[src/rtl/teatris_carregador_mapa_pkg.sv]
// Shared definitions for the map loader.
// Holds the FSM states and the geometry of the map pattern ROM.
package teatris_pkg;

    localparam int NUM_LINHAS       = 8;
    localparam int LARGURA_LINHA    = 8;
    localparam int LARGURA_ENDERECO = 4;
    localparam int LARGURA_BLOCOS   = 7;

    typedef enum logic [2:0] {
        OCIOSO,
        ENDERECA,
        AGUARDA,
        ESCREVE,
        FIM
    } estado_t;

endpackage

[src/rtl/teatris_carregador_mapa_if.sv]
// Bundle of the signals that connect the map loader to the game FSM, the pattern ROM and the playfield.
// The loader uses the master side; the surrounding logic uses the slave side.
interface teatris_carregador_mapa_if;
    import teatris_pkg::*;

    logic                                iniciar;
    logic [1:0]                          nivel;
    logic [1:0]                          sorteio;
    logic [LARGURA_ENDERECO-1:0]         endereco;
    logic [NUM_LINHAS*LARGURA_LINHA-1:0] padrao;
    logic                                linha_valida;
    logic [$clog2(NUM_LINHAS)-1:0]       linha_idx;
    logic [LARGURA_LINHA-1:0]            linha_dado;
    logic                                linha_aceita;
    logic                                ocupado;
    logic                                concluido;
    logic [LARGURA_BLOCOS-1:0]           blocos;

    modport master (
        input  iniciar, nivel, sorteio, padrao, linha_aceita,
        output endereco, linha_valida, linha_idx, linha_dado, ocupado, concluido, blocos
    );

    modport slave (
        output iniciar, nivel, sorteio, padrao, linha_aceita,
        input  endereco, linha_valida, linha_idx, linha_dado, ocupado, concluido, blocos
    );

endinterface

[src/rtl/teatris_carregador_mapa_contador_bits.sv]
// Combinational popcount of one map row.
// Returns the number of obstacle cells in that row.
module teatris_contador_bits (
    input  logic [7:0] i_dado,
    output logic [3:0] o_contagem
);

    always_comb begin
        o_contagem = '0;
        for (int i = 0; i < 8; i++) begin
            o_contagem = o_contagem + {3'b000, i_dado[i]};
        end
    end

endmodule

[src/rtl/teatris_carregador_mapa.sv]
// Map loader: addresses the pattern ROM, waits out its latency, then streams the pattern row by row
// into the playfield while accumulating the obstacle count.
module teatris_carregador_mapa #(
    parameter int NUM_LINHAS    = 8,
    parameter int LARGURA_LINHA = 8,
    parameter int LATENCIA_ROM  = 1
) (
    input logic                       clock,
    input logic                       reset,
    teatris_carregador_mapa_if.master bus
);
    import teatris_pkg::*;

    localparam int LARGURA_PADRAO = NUM_LINHAS * LARGURA_LINHA;
    localparam int LARGURA_IDX    = $clog2(NUM_LINHAS);
    localparam int LARGURA_LAT    = (LATENCIA_ROM > 1) ? $clog2(LATENCIA_ROM) : 1;
    localparam logic [LARGURA_IDX-1:0] ULTIMA_LINHA  = LARGURA_IDX'(NUM_LINHAS - 1);
    localparam logic [LARGURA_LAT-1:0] ULTIMA_ESPERA = LARGURA_LAT'(LATENCIA_ROM - 1);

    estado_t                     r_estado;
    estado_t                     w_proximo;
    logic [LARGURA_ENDERECO-1:0] r_endereco;
    logic [LARGURA_PADRAO-1:0]   r_padrao;
    logic [LARGURA_IDX-1:0]      r_linhaIdx;
    logic [LARGURA_LAT-1:0]      r_contLat;
    logic [LARGURA_BLOCOS-1:0]   r_blocos;
    logic [3:0]                  w_contagem;
    logic [LARGURA_LINHA-1:0]    w_linhaDado;
    logic                        w_aceita;
    logic                        w_ultima;

    assign w_linhaDado = r_padrao[LARGURA_PADRAO-1 -: LARGURA_LINHA];
    assign w_aceita    = (r_estado == ESCREVE) && bus.linha_aceita;
    assign w_ultima    = (r_linhaIdx == ULTIMA_LINHA);

    teatris_contador_bits u_contador (
        .i_dado     (w_linhaDado),
        .o_contagem (w_contagem)
    );

    always_ff @(posedge clock) begin
        if (reset) begin
            r_estado <= OCIOSO;
        end else begin
            r_estado <= w_proximo;
        end
    end

    always_comb begin
        w_proximo        = r_estado;
        bus.linha_valida = 1'b0;
        bus.ocupado      = 1'b0;
        bus.concluido    = 1'b0;
        case (r_estado)
            OCIOSO: begin
                if (bus.iniciar) w_proximo = ENDERECA;
            end
            ENDERECA: begin
                bus.ocupado = 1'b1;
                if (r_contLat == ULTIMA_ESPERA) w_proximo = AGUARDA;
            end
            AGUARDA: begin
                bus.ocupado = 1'b1;
                w_proximo   = ESCREVE;
            end
            ESCREVE: begin
                bus.ocupado      = 1'b1;
                bus.linha_valida = 1'b1;
                if (w_aceita && w_ultima) w_proximo = FIM;
            end
            FIM: begin
                bus.concluido = 1'b1;
                w_proximo     = OCIOSO;
            end
            default: w_proximo = OCIOSO;
        endcase
    end

    // The last row is never shifted out, so linha_dado keeps showing it after the load.
    always_ff @(posedge clock) begin
        if (reset) begin
            r_endereco <= '0;
            r_padrao   <= '0;
            r_linhaIdx <= '0;
            r_contLat  <= '0;
            r_blocos   <= '0;
        end else begin
            case (r_estado)
                OCIOSO: begin
                    if (bus.iniciar) begin
                        r_endereco <= {bus.nivel, bus.sorteio};
                        r_blocos   <= '0;
                        r_contLat  <= '0;
                    end
                end
                ENDERECA: begin
                    r_contLat <= r_contLat + 1'b1;
                end
                AGUARDA: begin
                    r_padrao   <= bus.padrao;
                    r_linhaIdx <= '0;
                end
                ESCREVE: begin
                    if (w_aceita) begin
                        r_blocos <= r_blocos + LARGURA_BLOCOS'(w_contagem);
                        if (!w_ultima) begin
                            r_padrao   <= r_padrao << LARGURA_LINHA;
                            r_linhaIdx <= r_linhaIdx + 1'b1;
                        end
                    end
                end
                default: ;
            endcase
        end
    end

    assign bus.endereco   = r_endereco;
    assign bus.linha_idx  = r_linhaIdx;
    assign bus.linha_dado = w_linhaDado;
    assign bus.blocos     = r_blocos;

endmodule

[src/flat_wrapper.sv]
// flat-port wrapper written by rule: the top's interface ports become plain ports
module teatris_carregador_mapa_flat import teatris_pkg::*;
#(
    parameter int NUM_LINHAS    = 8,
    parameter int LARGURA_LINHA = 8,
    parameter int LATENCIA_ROM  = 1
)
  (clock, reset, bus_iniciar, bus_nivel, bus_sorteio, bus_padrao, bus_linha_aceita, bus_endereco, bus_linha_valida, bus_linha_idx, bus_linha_dado, bus_ocupado, bus_concluido, bus_blocos);
  teatris_carregador_mapa_if bus_i ();
  input logic clock;
  input logic reset;
  input wire logic [$bits(bus_i.iniciar)-1:0] bus_iniciar;
  input wire logic [$bits(bus_i.nivel)-1:0] bus_nivel;
  input wire logic [$bits(bus_i.sorteio)-1:0] bus_sorteio;
  input wire logic [$bits(bus_i.padrao)-1:0] bus_padrao;
  input wire logic [$bits(bus_i.linha_aceita)-1:0] bus_linha_aceita;
  output wire logic [$bits(bus_i.endereco)-1:0] bus_endereco;
  output wire logic [$bits(bus_i.linha_valida)-1:0] bus_linha_valida;
  output wire logic [$bits(bus_i.linha_idx)-1:0] bus_linha_idx;
  output wire logic [$bits(bus_i.linha_dado)-1:0] bus_linha_dado;
  output wire logic [$bits(bus_i.ocupado)-1:0] bus_ocupado;
  output wire logic [$bits(bus_i.concluido)-1:0] bus_concluido;
  output wire logic [$bits(bus_i.blocos)-1:0] bus_blocos;
  assign bus_i.iniciar = bus_iniciar;
  assign bus_i.nivel = bus_nivel;
  assign bus_i.sorteio = bus_sorteio;
  assign bus_i.padrao = bus_padrao;
  assign bus_i.linha_aceita = bus_linha_aceita;
  assign bus_endereco = bus_i.endereco;
  assign bus_linha_valida = bus_i.linha_valida;
  assign bus_linha_idx = bus_i.linha_idx;
  assign bus_linha_dado = bus_i.linha_dado;
  assign bus_ocupado = bus_i.ocupado;
  assign bus_concluido = bus_i.concluido;
  assign bus_blocos = bus_i.blocos;
  teatris_carregador_mapa #(.NUM_LINHAS(NUM_LINHAS), .LARGURA_LINHA(LARGURA_LINHA), .LATENCIA_ROM(LATENCIA_ROM)) u_core (.clock(clock), .reset(reset), .bus(bus_i));
endmodule
[config.mk]
export PLATFORM = sky130hd
export DESIGN_NAME = teatris_carregador_mapa_flat
export DESIGN_NICKNAME = d
export VERILOG_FILES = /design/src/rtl/teatris_carregador_mapa_pkg.sv /design/src/rtl/teatris_carregador_mapa_if.sv /design/src/rtl/teatris_carregador_mapa_contador_bits.sv /design/src/rtl/teatris_carregador_mapa.sv /design/src/flat_wrapper.sv
export SDC_FILE = /design/constraint.sdc
export NUM_CORES = 1
export LEC_CHECK = 0
export ABC_CLOCK_PERIOD_IN_PS = 9400
export CAP_MARGIN = 20
export CORE_ASPECT_RATIO = 1.5
export CORE_MARGIN = 2
export CORE_UTILIZATION = 53
export DETAILED_ROUTE_END_ITERATION = 8
export PLACE_DENSITY = 0.93
export SYNTH_ARGS = -nofsm -noshare
export SYNTH_HDL_FRONTEND = slang
export SYNTH_HIERARCHICAL = 1
export SYNTH_SLANG_ARGS = --single-unit
[constraint.sdc]
create_clock -name clock -period 9.4 [get_ports clock]
set_clock_uncertainty 0.2 [all_clocks]
set_input_delay 0.94 -clock clock [delete_from_list [all_inputs] [get_ports clock]]
set_output_delay 0.94 -clock clock [all_outputs]
set_load 0.01 [all_outputs]
Word-level counts from Yosys, hierarchy flattened

Cells that the tools add are included.

Input bits: 72
Output and inout port bits: 25
Register bits: 82

Mux-type cells: 18
Equal/unequal tests: 10
Add/sub/neg operators: 10
Reductions and logical operators: 12

Operators by type and width:

| kind                                                | count |
|---|---|
| two-way mux 64 bit                                  | 2 |
| case mux 64 bit (2 select lines)                    | 1 |
| adder 4 x 1 -> 4 bit                                | 4 |
| two-way mux 3 bit                                   | 5 |
| two-way mux 7 bit                                   | 2 |
| case mux 7 bit (2 select lines)                     | 1 |
| case mux 3 bit (4 select lines)                     | 1 |
| AND reduction 3 bit                                 | 3 |
| inequality test 2 bit, second input constant        | 4 |
| adder 7 x 4 -> 7 bit                                | 1 |
| equality test 3 x 2 -> 1 bit, second input constant | 2 |
| equality test 3 bit, second input constant          | 2 |
| case mux 3 bit (2 select lines)                     | 1 |
| nonzero test 2 bit                                  | 3 |
| adder 3 x 1 -> 4 bit                                | 1 |
| two-way mux 1 bit                                   | 4 |
| AND reduction 2 bit                                 | 2 |
| adder 2 x 1 -> 3 bit                                | 1 |
| adder 3 x 1 -> 3 bit, second input constant         | 1 |
| equality test 3 x 1 -> 1 bit, second input constant | 1 |
| logical NOT 3 bit                                   | 1 |
| OR reduction 3 bit                                  | 1 |
| adder 1 x 1 -> 2 bit                                | 1 |
| logical AND 1 bit                                   | 2 |
| 3 further kinds                                     | 3 |

Depth between registers and ports, before layout

Gate-level depths: netlist (run 1).

Word-level depth: 10
Depth in mapped cells: 14
Gate-level depth less buffers: 14

Hierarchy

The synthesis (run 1) kept the hierarchy.

Modules (own cells, without submodules):

| module                  | area each (um^2) | cells each | instances |
|---|---|---|---|
| teatris_carregador_mapa | 3,659.8          | 454        | 1 |
| teatris_contador_bits   | 190.2            | 24         | 1 |

Worst setup path before layout (run 1)

OpenSTA, ideal clock, no wires.

Path type: flip-flop to flip-flop
Start: register u_core.r_padrao[56]
End: register u_core.r_blocos[3], in the netlist u_core/bus.blocos[3]
Required time: 9.130 ns
Arrival: 3.892 ns
Stages on the path, launching flop included: 15
Buffers on the path: 0
Path slack: 5.237 ns
Cell sequence: dfxtp_1 -> inv_1 -> fa_1 -> fa_1 -> fa_1 -> inv_1 -> ha_1 -> inv_1 -> fa_1 -> xnor2_1 -> ha_1 -> or2_2 -> and3_1 -> or4_1 -> a21oi_1

Word-level cells in the longest chain between the ends: 10

RTL lines:

| item                              | RTL line                                    | RTL |
|---|---|---|
| start, declared                   | teatris_carregador_mapa.sv:23               | `logic [LARGURA_PADRAO-1:0] r_padrao;` |
| start signal, assigned            | teatris_carregador_mapa.sv:100              | `r_padrao <= bus.padrao;` |
| start signal, assigned            | teatris_carregador_mapa.sv:107              | `r_padrao <= r_padrao << LARGURA_LINHA;` |
| adder 1 x 1 -> 2 bit              | teatris_carregador_mapa_contador_bits.sv:11 | `o_contagem = o_contagem + {3'b000, i_dado[i]};` |
| adder 2 x 1 -> 3 bit              | teatris_carregador_mapa_contador_bits.sv:11 |  |
| adder 3 x 1 -> 4 bit              | teatris_carregador_mapa_contador_bits.sv:11 |  |
| adder 4 x 1 -> 4 bit (4 in a row) | teatris_carregador_mapa_contador_bits.sv:11 |  |
| named net u_core.w_contagem[2]    | teatris_carregador_mapa.sv:27               | `logic [3:0] w_contagem;` |
| adder 7 x 4 -> 7 bit              | teatris_carregador_mapa.sv:105              | `r_blocos <= r_blocos + LARGURA_BLOCOS'(w_contagem);` |
| two-way mux 7 bit                 | teatris_carregador_mapa.sv:104              | `if (w_aceita) begin` |
| case mux 7 bit (2 select lines)   | teatris_carregador_mapa.sv:88               | `case (r_estado)` |
| end signal, assigned              | teatris_carregador_mapa.sv:105              |  |
| end, declared                     | teatris_carregador_mapa.sv:26               | `logic [LARGURA_BLOCOS-1:0] r_blocos;` |

The timed path passes the listed nets, and every way through them passes these cells. The select of a mux whose other input is x is not followed.
A chain may end at the register's enable or synchronous reset.

Worst setup path after layout (run 1)

Same ends and word-level chain as after synthesis.

==> results of run 1 <==
[flip-flops by register name (all words and copies together), names as in the netlist]
| name | count |
|---|---|
| u_core/r_padrao | 64 |
| u_core/bus.blocos | 7 |
| u_core/bus.endereco | 4 |
| u_core/bus.linha_idx | 3 |
| u_core/r_estado | 3 |
| u_core/r_contLat | 1 |
[final cells by class]
cell class	instances	area (sq um)	area share [%]
clock inverters	5	55.1	1.13
flip-flops and latches	82	1640	33.6
multi-input cells	334	1920	39.3
clock buffers	11	131	2.69
inverters	16	60.1	1.23
well taps	80	100	2.05
repair buffers	98	971	19.9
[worst max-delay path: cells and delay by family, from the launching register on]
family	cells	cell delay (ns)
AO/OA/AOI/OAI	1	0.18
buffers and inverters	3	0.20
XOR/XNOR	1	0.22
AND/OR/NAND/NOR	3	1.03
adder cells (fa/ha/maj)	6	2.26
flip-flops	1	0.36
[logic make-up after synthesis]
group | Yosys count
buffers and inverters | 62
and+or+nand+nor | 227
DFF | 82
adders and majority gates | 14
xor gates and xnor gates | 4
muxes | 1
AOI/OAI and AO/OA | 88
[stage by stage]
step	total power, uW	utilization, %	setup slack, ns	std cells	cell area, sq um
6_report	926	68.4	4.85	626	4880
4_1_cts	932	68.4	4.80	626	4880
3_5_place_dp	692	65.8	4.89	610	4690
5_1_grt	981	68.4	4.60	626	4880
2_1_floorplan	612	-	5.24	478	3850
3_3_place_gp	676	65.8	5.15	610	4690
[layer usage]
metal  global-route usage (%)  wire (um)  share of wire (%)
met1                     27.5       3530                 39
met2                     39.2       4840                 54
met3                     3.45        385                4.3
met4                     9.87        252                2.8
met5                        0          0                  0
[synth_stat cells, types with 2 or more instances]
master,instances,share of area (%)
or2_2,2,0.32
a22oi_1,12,2.3
ha_1,9,2.9
buf_6,3,0.88
a311oi_1,56,13
dfxtp_1,82,43
buf_4,9,1.8
xnor2_1,3,0.68
buf_2,9,1.2
buf_1,6,0.58
nor3_1,6,0.78
nand3_1,4,0.52
clkbuf_1,19,1.9
inv_1,15,1.5
nor2b_1,2,0.32
fa_1,5,2.6
nand2_1,125,12
nand2b_1,2,0.32
a21oi_1,15,1.9
nor2_1,74,7.2
[power by group through the flow]
stage	sequential [uW]	combinational, uW	clock (uW)
after floorplan	428	184	0
after global placement	435	241	0
after detailed placement	438	253	0
after CTS	431	255	247
after global routing	437	283	260
final	431	253	242
[worst paths after layout]
| kind | start | endpoint | slack (ns) |
|---|---|---|---|
| setup / recovery | u_core/r_padrao[56] | u_core/bus.blocos[3] | 4.85 |
| hold / removal | u_core/bus.endereco[2] | u_core/bus.endereco[2] | 0.26 |
| setup reg to reg | u_core/r_padrao[56] | u_core/bus.blocos[3] | 4.85 |
| hold reg to reg | u_core/bus.endereco[2] | u_core/bus.endereco[2] | 0.26 |
==> flow_summary.toml, run 1 <==
[outcome]
status = "completed"

[power]
p_seq_share_pct = 46.6
netSwitchingFraction_pct = 31.3
ir_drop_v = 0.000118
powerDensity_mw_per_mm2 = 190
p_switching_uw = 290
p_leak_uw = 0.00183
share_comb_of_total_power_pct = 27.3
p_int_uw = 636
clock_power_share_pct = 26.1

[global_routing]
grt_max_degree = 115
grt_use_total_pct = 22.8
grt_overflow = 0
antenna_found_initial = 0
grt_pass1_vias = 3179
grt_first_pass_wirelength_mm = 14.4

[cells_and_area]
drive_above_1_share_pct = 4.76
num-nets-final = 627
nFillCells = 579
final_cell_mix = "nand2_1, clkdlybuf4s50_1, dfxtp_1"
areaGrowthSynthToFinish_pct = 26.7
final_common_cell = "nand2_1"
antennaDiodeCount = 0

[cts]
numCtsBuffers = 9
clkTransAtPathRegs_ns = 0.08
cts_setup_buffers = 0
cts_buffer_depth = 2
cts_tree = "yes"
cts_resized = 0
cts.sinks = 82
root_buffer = "clkbuf_8"
clkLatencyLatePin_ns = 0.34
hold_buffers = 0
htree_levels = 3

[setup_path]
path_common_cell = "fa_1"
worstSetupPathType = "flop to flop"
start_kind = "flop"
end_kind = "flop"
worst_ep_required_time_ns = 9.45
slowest_stage = "fa_1"
cp_data_arrival_time_ns = 4.60
slowest_delay_ns = 0.55
rr_worst_depth = 14
crit_chain = "inv_1 > fa_1 > fa_1 > fa_1 > inv_1 > ha_1 > inv_1 > fa_1 > xnor2_1 > ha_1 > or2_2 > and3_1 > or4_1 > a21oi_1"
cp_max_fo = 3

[floorplanning]
dieArea_sq_mm = 0.00798
fp.coreArea_sq_mm = 0.00713
die_width_um = 73.6
initial_core_util_pct = 54.0
num_rows = 38
io_pins = 97
die_h_um = 108

[logic_synthesis]
yosys.area_share.adder_pct = 5.52
syn_inst = 478
synth-async-reset-ratio_pct = 0
muxShareOfSynthArea_pct = 0.260
yosys_register_bits = 82
synth_edf_count = 0
syn_area_per_cell_sq_um = 8.05
syn_nets = 564
synth-simple-area-share_pct = 24.6
syn_area_sq_mm = 0.00385
synth_xor_area_share_pct = 0.910
ys_types = 40
seq_area_frac_synth_pct = 42.6
synth-compound-area-share_pct = 18.3
synth_top_family_by_area = "simple AND/OR/NAND/NOR gates"
synthFlopType = "dfxtp_1"
yosysWarningCount = 6

[job]
max-cap-violations = 0

[routing]
postRouteWirelength_mm = 9.01
vias_per_cell = 5.66
drt_iter0_markers = 308
drt_pre_antenna_iters = 4
wl_per_cell_um = 14.4
vias = 3544
post-route-drc-count = 0
postRouteAntennaNets = 0

[place]
port-buffer-count = 96
dpl.hpwl_mm = 6.32
gp_congestion = 0.890

[timing]
rsz0062_at_grt = "false"
tns_ns = 0
worst_hold_slack_ns = 0.256
max_freq_mhz = 220
min_period_ns = 4.55
min_period_over_period_pct = 48.4
final-hold-violation-count = 0
slew_headroom_pct = 31.9
setup_violations = 0
slew_viol_final = 0
tightestPinTransition_ns = 1.02

[worst_hold_path]
whs_path_depth = 2
worstHoldPathType = "flop to flop"
Note: power is estimated with default switching activity, not from simulation.
==> run 2, diff against run 1 <==
- ABC_CLOCK_PERIOD_IN_PS: 9400 -> 3900
- CORE_UTILIZATION: 53 -> 44
- PLACE_DENSITY: 0.93 -> 0.84
- clock period: 9.4 -> 3.9 ns (I/O delays scaled with it)
==> flow_summary.toml, run 2 (synthesis gave the netlist of run 1 again) <==
[outcome]
status = "complete, but fails checks"
violations = "negative setup slack"

[routing]
wl_per_cell_um = 14.3
met1Wirelength_mm = 3.85
drt_pre_antenna_iters = 5
postRouteAntennaNets = 0
drt_iter0_markers = 173
vias = 3619
vias_per_cell = 5.43
postRouteWirelength_mm = 9.51
top_layer_used = "met4"
wl_met3_um = 453
post-route-drc-count = 0
wl_met2_mm = 4.87

[timing]
min_period_over_period_pct = 106
tightestPinTransition_ns = 0.951
max_freq_mhz = 241
final.setup.worst_slack_ns = -0.251
slew_headroom_pct = 36.6
setup_violations = 6
min_period_ns = 4.15
rsz0062_at_grt = "true"
final-hold-violation-count = 0
slew_viol_final = 0

[cells_and_area]
fin_area_sq_mm = 0.00519
num-nets-final = 640
final_common_cell = "nand2_1"
antennaDiodeCount = 0
largest_reg_flops = 64
drive_above_1_share_pct = 9.66
areaGrowthSynthToFinish_pct = 34.9
final_cell_mix = "nand2_1, clkdlybuf4s50_1, dfxtp_1"
regMostFlops = "u_core/r_padrao"

[setup_path]
cp_data_arrival_time_ns = 4.21
cp_max_fo = 2
rr_endpoint = "u_core/bus.blocos[3]"
rr_worst_depth = 14
slowest_delay_ns = 0.53
start_kind = "flop"
worst_ep_required_time_ns = 3.96
slowest_stage = "fa_1"
crit_chain = "inv_2 > fa_1 > fa_1 > fa_1 > inv_1 > ha_2 > inv_2 > fa_2 > inv_2 > ha_4 > a211o_1 > and3_4 > or4_1 > a21oi_1"
worstSetupPathType = "flop to flop"
rrSetupSlack_ns = -0.25
rr_startpoint = "u_core/r_padrao[57]"
end_kind = "flop"

[global_routing]
grt_overflow = 0
grt_pass1_vias = 3437
grt_use_total_pct = 20.8
grt_max_degree = 69
antenna_found_initial = 0
grt_first_pass_wirelength_mm = 15.5

[power]
ir_drop_v = 0.000322
total_power_uw = 2560
p_leak_uw = 0.00196
powerDensity_mw_per_mm2 = 494

[floorplanning]
die_h_um = 119
die_width_um = 80.4
initial_core_util_pct = 45.5
io_pins = 97
dieArea_sq_mm = 0.00953
fp.coreArea_sq_mm = 0.00846
num_rows = 41

[cts]
clkTransAtPathRegs_ns = 0.06
clkLatencyLatePin_ns = 0.34
numCtsBuffers = 9
root_buffer = "clkbuf_16"
hold_buffers = 0
cts.sinks = 82
htree_levels = 3
cts_tree = "yes"
cts_buffer_depth = 2

[worst_hold_path]
worstHoldPathType = "flop to flop"
hp-start = "u_core/bus.endereco[1]"
hold_path_end = "u_core/bus.endereco[1]"
whs_path_depth = 2

[place]
port-buffer-count = 96
placed_cell_area_sq_mm = 0.00481
dpl.hpwl_mm = 6.65
gp_congestion = 0.826

[job]
max-cap-violations = 0
-- run 2: cell count changes in the layout (fill, tap and decap cells not counted), moves of 4 or more --
cell,change
buf_4,+13
clkbuf_16,+9
clkbuf_8,-7
inv_1,-4
inv_2,+4
-- run 2: area by class of cell --
cell class | count | area (sq um)
clock buffers | 12 | 256
clock inverters | 4 | 50.0
fillers | 744 | 3270
inverters | 16 | 60.1
multi-input cells | 334 | 1980
flip-flops and latches | 82 | 1640
well taps | 107 | 134
repair buffers | 111 | 1070
-- run 2: stage by stage --
| step | utilization (%) | setup slack (ns) | hold slack [ns] | TNS, ns | cells |
|---|---|---|---|---|---|
| 2_1_floorplan | - | -0.254 | 0.248 | -0.288 | 478 |
| 3_3_place_gp | 56.8 | -0.303 | 0.241 | -0.591 | 647 |
| 3_5_place_dp | 56.8 | -0.384 | 0.249 | -0.997 | 647 |
| 4_1_cts | 60.9 | -0.309 | 0.257 | -0.629 | 663 |
| 5_1_grt | 61.4 | -0.446 | 0.283 | -2.12 | 666 |
| 6_report | 61.4 | -0.251 | 0.253 | -0.983 | 666 |
-- run 2: where the power goes --
| group | internal, uW | total [uW] | switching [uW] |
|---|---|---|---|
| logic | 319 | 666 | 347 |
| clock network | 529 | 854 | 325 |
| registers | 961 | 1040 | 83.1 |
| total | 1810 | 2560 | 755 |
-- run 2: worst max-delay path, delay by kind of cell (launching register included) --
kind	cells	cell delay, ns
AOI/OAI and AO/OA	2	0.39
adders and majority gates	6	2.36
buffers and inverters	4	0.20
DFF	1	0.33
and+or+nand+nor	2	0.58
-- run 2: repair_timing --
item                                    4_1_cts  5_1_grt
gates cloned                                  0        0
setup buffers                                 1        3
pin swaps                                    13        7
gates resized for setup                      10        4
endpoints found under the setup margin        5        6
-- run 2: worst max path at each step --
stage                                    from                   end  depth (start not counted)
after global routing      u_core/r_padrao[56]  u_core/bus.blocos[3]                         14
after global placement    u_core/r_padrao[59]  u_core/bus.blocos[3]                         14
after floorplan           u_core/r_padrao[59]  u_core/bus.blocos[3]                         14
after CTS                 u_core/r_padrao[59]  u_core/bus.blocos[3]                         14
after detailed placement  u_core/r_padrao[57]  u_core/bus.blocos[3]                         14
final                     u_core/r_padrao[57]  u_core/bus.blocos[3]                         14
-- run 2: metal layers --
metal  vias to the layer above  global-route usage, %
li1                       1793                      -
met1                      1682                   24.4
met2                       113                   34.5
met3                        31                   4.66
met4                         0                   11.0
met5                         -                      0
==> run 3, diff against run 2 <==
- CORE_MARGIN: 2 -> 3
==> flow_summary.toml, run 3 (synthesis gave the netlist of run 1 again) <==
[routing]
drt_iter0_markers = 230
wl_met3_um = 406
postRouteAntennaNets = 0
vias_per_cell = 5.34
vias = 3566
wl_met2_mm = 5.19
postRouteWirelength_mm = 9.62
drt_pre_antenna_iters = 4
top_layer_used = "met4"
wl_per_cell_um = 14.4
met1Wirelength_mm = 3.86
post-route-drc-count = 0

[global_routing]
grt_max_degree = 62
grt_use_total_pct = 19.6
grt_pass1_vias = 3315
grt_first_pass_wirelength_mm = 15.3
antenna_found_initial = 0
grt_overflow = 0

[timing]
max_freq_mhz = 240
rsz0062_at_grt = "true"
final-hold-violation-count = 0
min_period_over_period_pct = 107
tns_ns = -0.924
slew_viol_final = 0
setup_violations = 6
tightestPinTransition_ns = 0.815
slew_headroom_pct = 45.6
min_period_ns = 4.17
final.setup.worst_slack_ns = -0.267

[floorplanning]
die_h_um = 121
fp.coreArea_sq_mm = 0.00846
dieArea_sq_mm = 0.00993
io_pins = 97
die_width_um = 82.4
initial_core_util_pct = 45.5
num_rows = 41

[outcome]
status = "complete, but fails checks"
violations = "negative setup slack"

[cts]
cts_buffer_depth = 2
cts.sinks = 82
clkTransAtPathRegs_ns = 0.06
numCtsBuffers = 9
htree_levels = 3
clkLatencyLatePin_ns = 0.33
cts_tree = "yes"
root_buffer = "clkbuf_16"

[cells_and_area]
final_core_util_pct = 61.7
seq_area_sq_mm = 0.00164
nFillCells = 719
drive_above_1_share_pct = 10.9
areaGrowthSynthToFinish_pct = 35.7
multi_input_area_sq_mm = 0.00199
final_cell_mix = "nand2_1, clkdlybuf4s50_1, dfxtp_1"
final_common_cell = "nand2_1"
antennaDiodeCount = 0
regMostFlops = "u_core/r_padrao"
num-nets-final = 642
largest_reg_flops = 64

[worst_hold_path]
hold_path_end = "u_core/bus.endereco[1]"
hp-start = "u_core/bus.endereco[1]"
worstHoldPathType = "flop to flop"
whs_path_depth = 2

[power]
p_leak_uw = 0.00197
powerDensity_mw_per_mm2 = 481
ir_drop_v = 0.000309

[setup_path]
rr_endpoint = "u_core/bus.blocos[3]"
crit_chain = "inv_2 > fa_1 > fa_1 > fa_1 > inv_1 > ha_2 > inv_2 > fa_2 > inv_2 > ha_4 > a211o_1 > and3_4 > or4_4 > a21oi_2"
slowest_stage = "fa_1"
cp_max_fo = 2
worst_ep_required_time_ns = 3.96
rr_worst_depth = 14
rrSetupSlack_ns = -0.27
slowest_delay_ns = 0.54
start_kind = "flop"
end_kind = "flop"
worstSetupPathType = "flop to flop"
rr_startpoint = "u_core/r_padrao[59]"
cp_data_arrival_time_ns = 4.23
critPathBufInv = 4
critPathTopFamily = "adder cells"

[job]
max-cap-violations = 0

[place]
port-buffer-count = 96
dpl.hpwl_mm = 6.79
gp_congestion = 0.785
## run 3: worst max path at each step
stage | from | end | slack (ns) | cells after the start
global route | u_core/r_padrao[59] | u_core/bus.blocos[3] | -0.36 | 14
CTS | u_core/r_padrao[56] | u_core/bus.blocos[3] | -0.33 | 14
floorplan | u_core/r_padrao[59] | u_core/bus.blocos[3] | -0.25 | 14
detailed placement | u_core/r_padrao[59] | u_core/bus.blocos[3] | -0.42 | 14
global placement | u_core/r_padrao[59] | u_core/bus.blocos[3] | -0.30 | 14
finish | u_core/r_padrao[59] | u_core/bus.blocos[3] | -0.27 | 14
## run 3: power breakdown
group / internal [uW] / leakage [uW] / switching [uW]
registers: 960 / 0.000671 / 81.0
clock network: 435 / 0.000133 / 345
logic: 339 / 0.00117 / 354
total: 1740 / 0.00197 / 780
## run 3: area by class of cell
type                            count  area share [%]
Clock buffer                        9            4.31
Clock inverter                      7           0.982
Inverter                           16            1.15
Timing Repair Buffer              113            21.4
Multi-Input combinational cell    334            38.1
Sequential cell                    82            31.5
Tap cell                          107            2.56
## run 3: routing by layer
layer | track usage, % | vias to the layer above
met3 | 3.43 | 10
met5 | 0 | -
met2 | 33.3 | 83
met4 | 7.69 | 0
met1 | 24.0 | 1670
li1 | - | 1803
## run 3: through the flow
step / instances / hold slack, ns / power [uW] / cell area [sq um] / worst slack [ns]
6_report: 668 / 0.256 / 2520 / 5230 / -0.267
5_1_grt: 668 / 0.282 / 2670 / 5230 / -0.364
4_1_cts: 666 / 0.257 / 2520 / 5160 / -0.330
3_5_place_dp: 649 / 0.248 / 1700 / 4830 / -0.417
3_3_place_gp: 649 / 0.241 / 1670 / 4830 / -0.305
2_1_floorplan: 478 / 0.248 / 1480 / 3860 / -0.254
## run 3: what timing repair did
| action | 4_1_cts | 5_1_grt |
|---|---|---|
| resized for setup | 11 | 8 |
| hold buffers | 0 | 0 |
| setup buffers | 1 | 2 |
| setup endpoints to repair | 5 | 6 |
| endpoints found under the hold margin | 0 | 0 |
| pin swaps | 14 | 13 |
## run 3: worst min-delay path: stages (launching register included)
cell and delay, ns:
dfxtp_1 0.31, nand2_1 0.05, a21oi_1 0.05
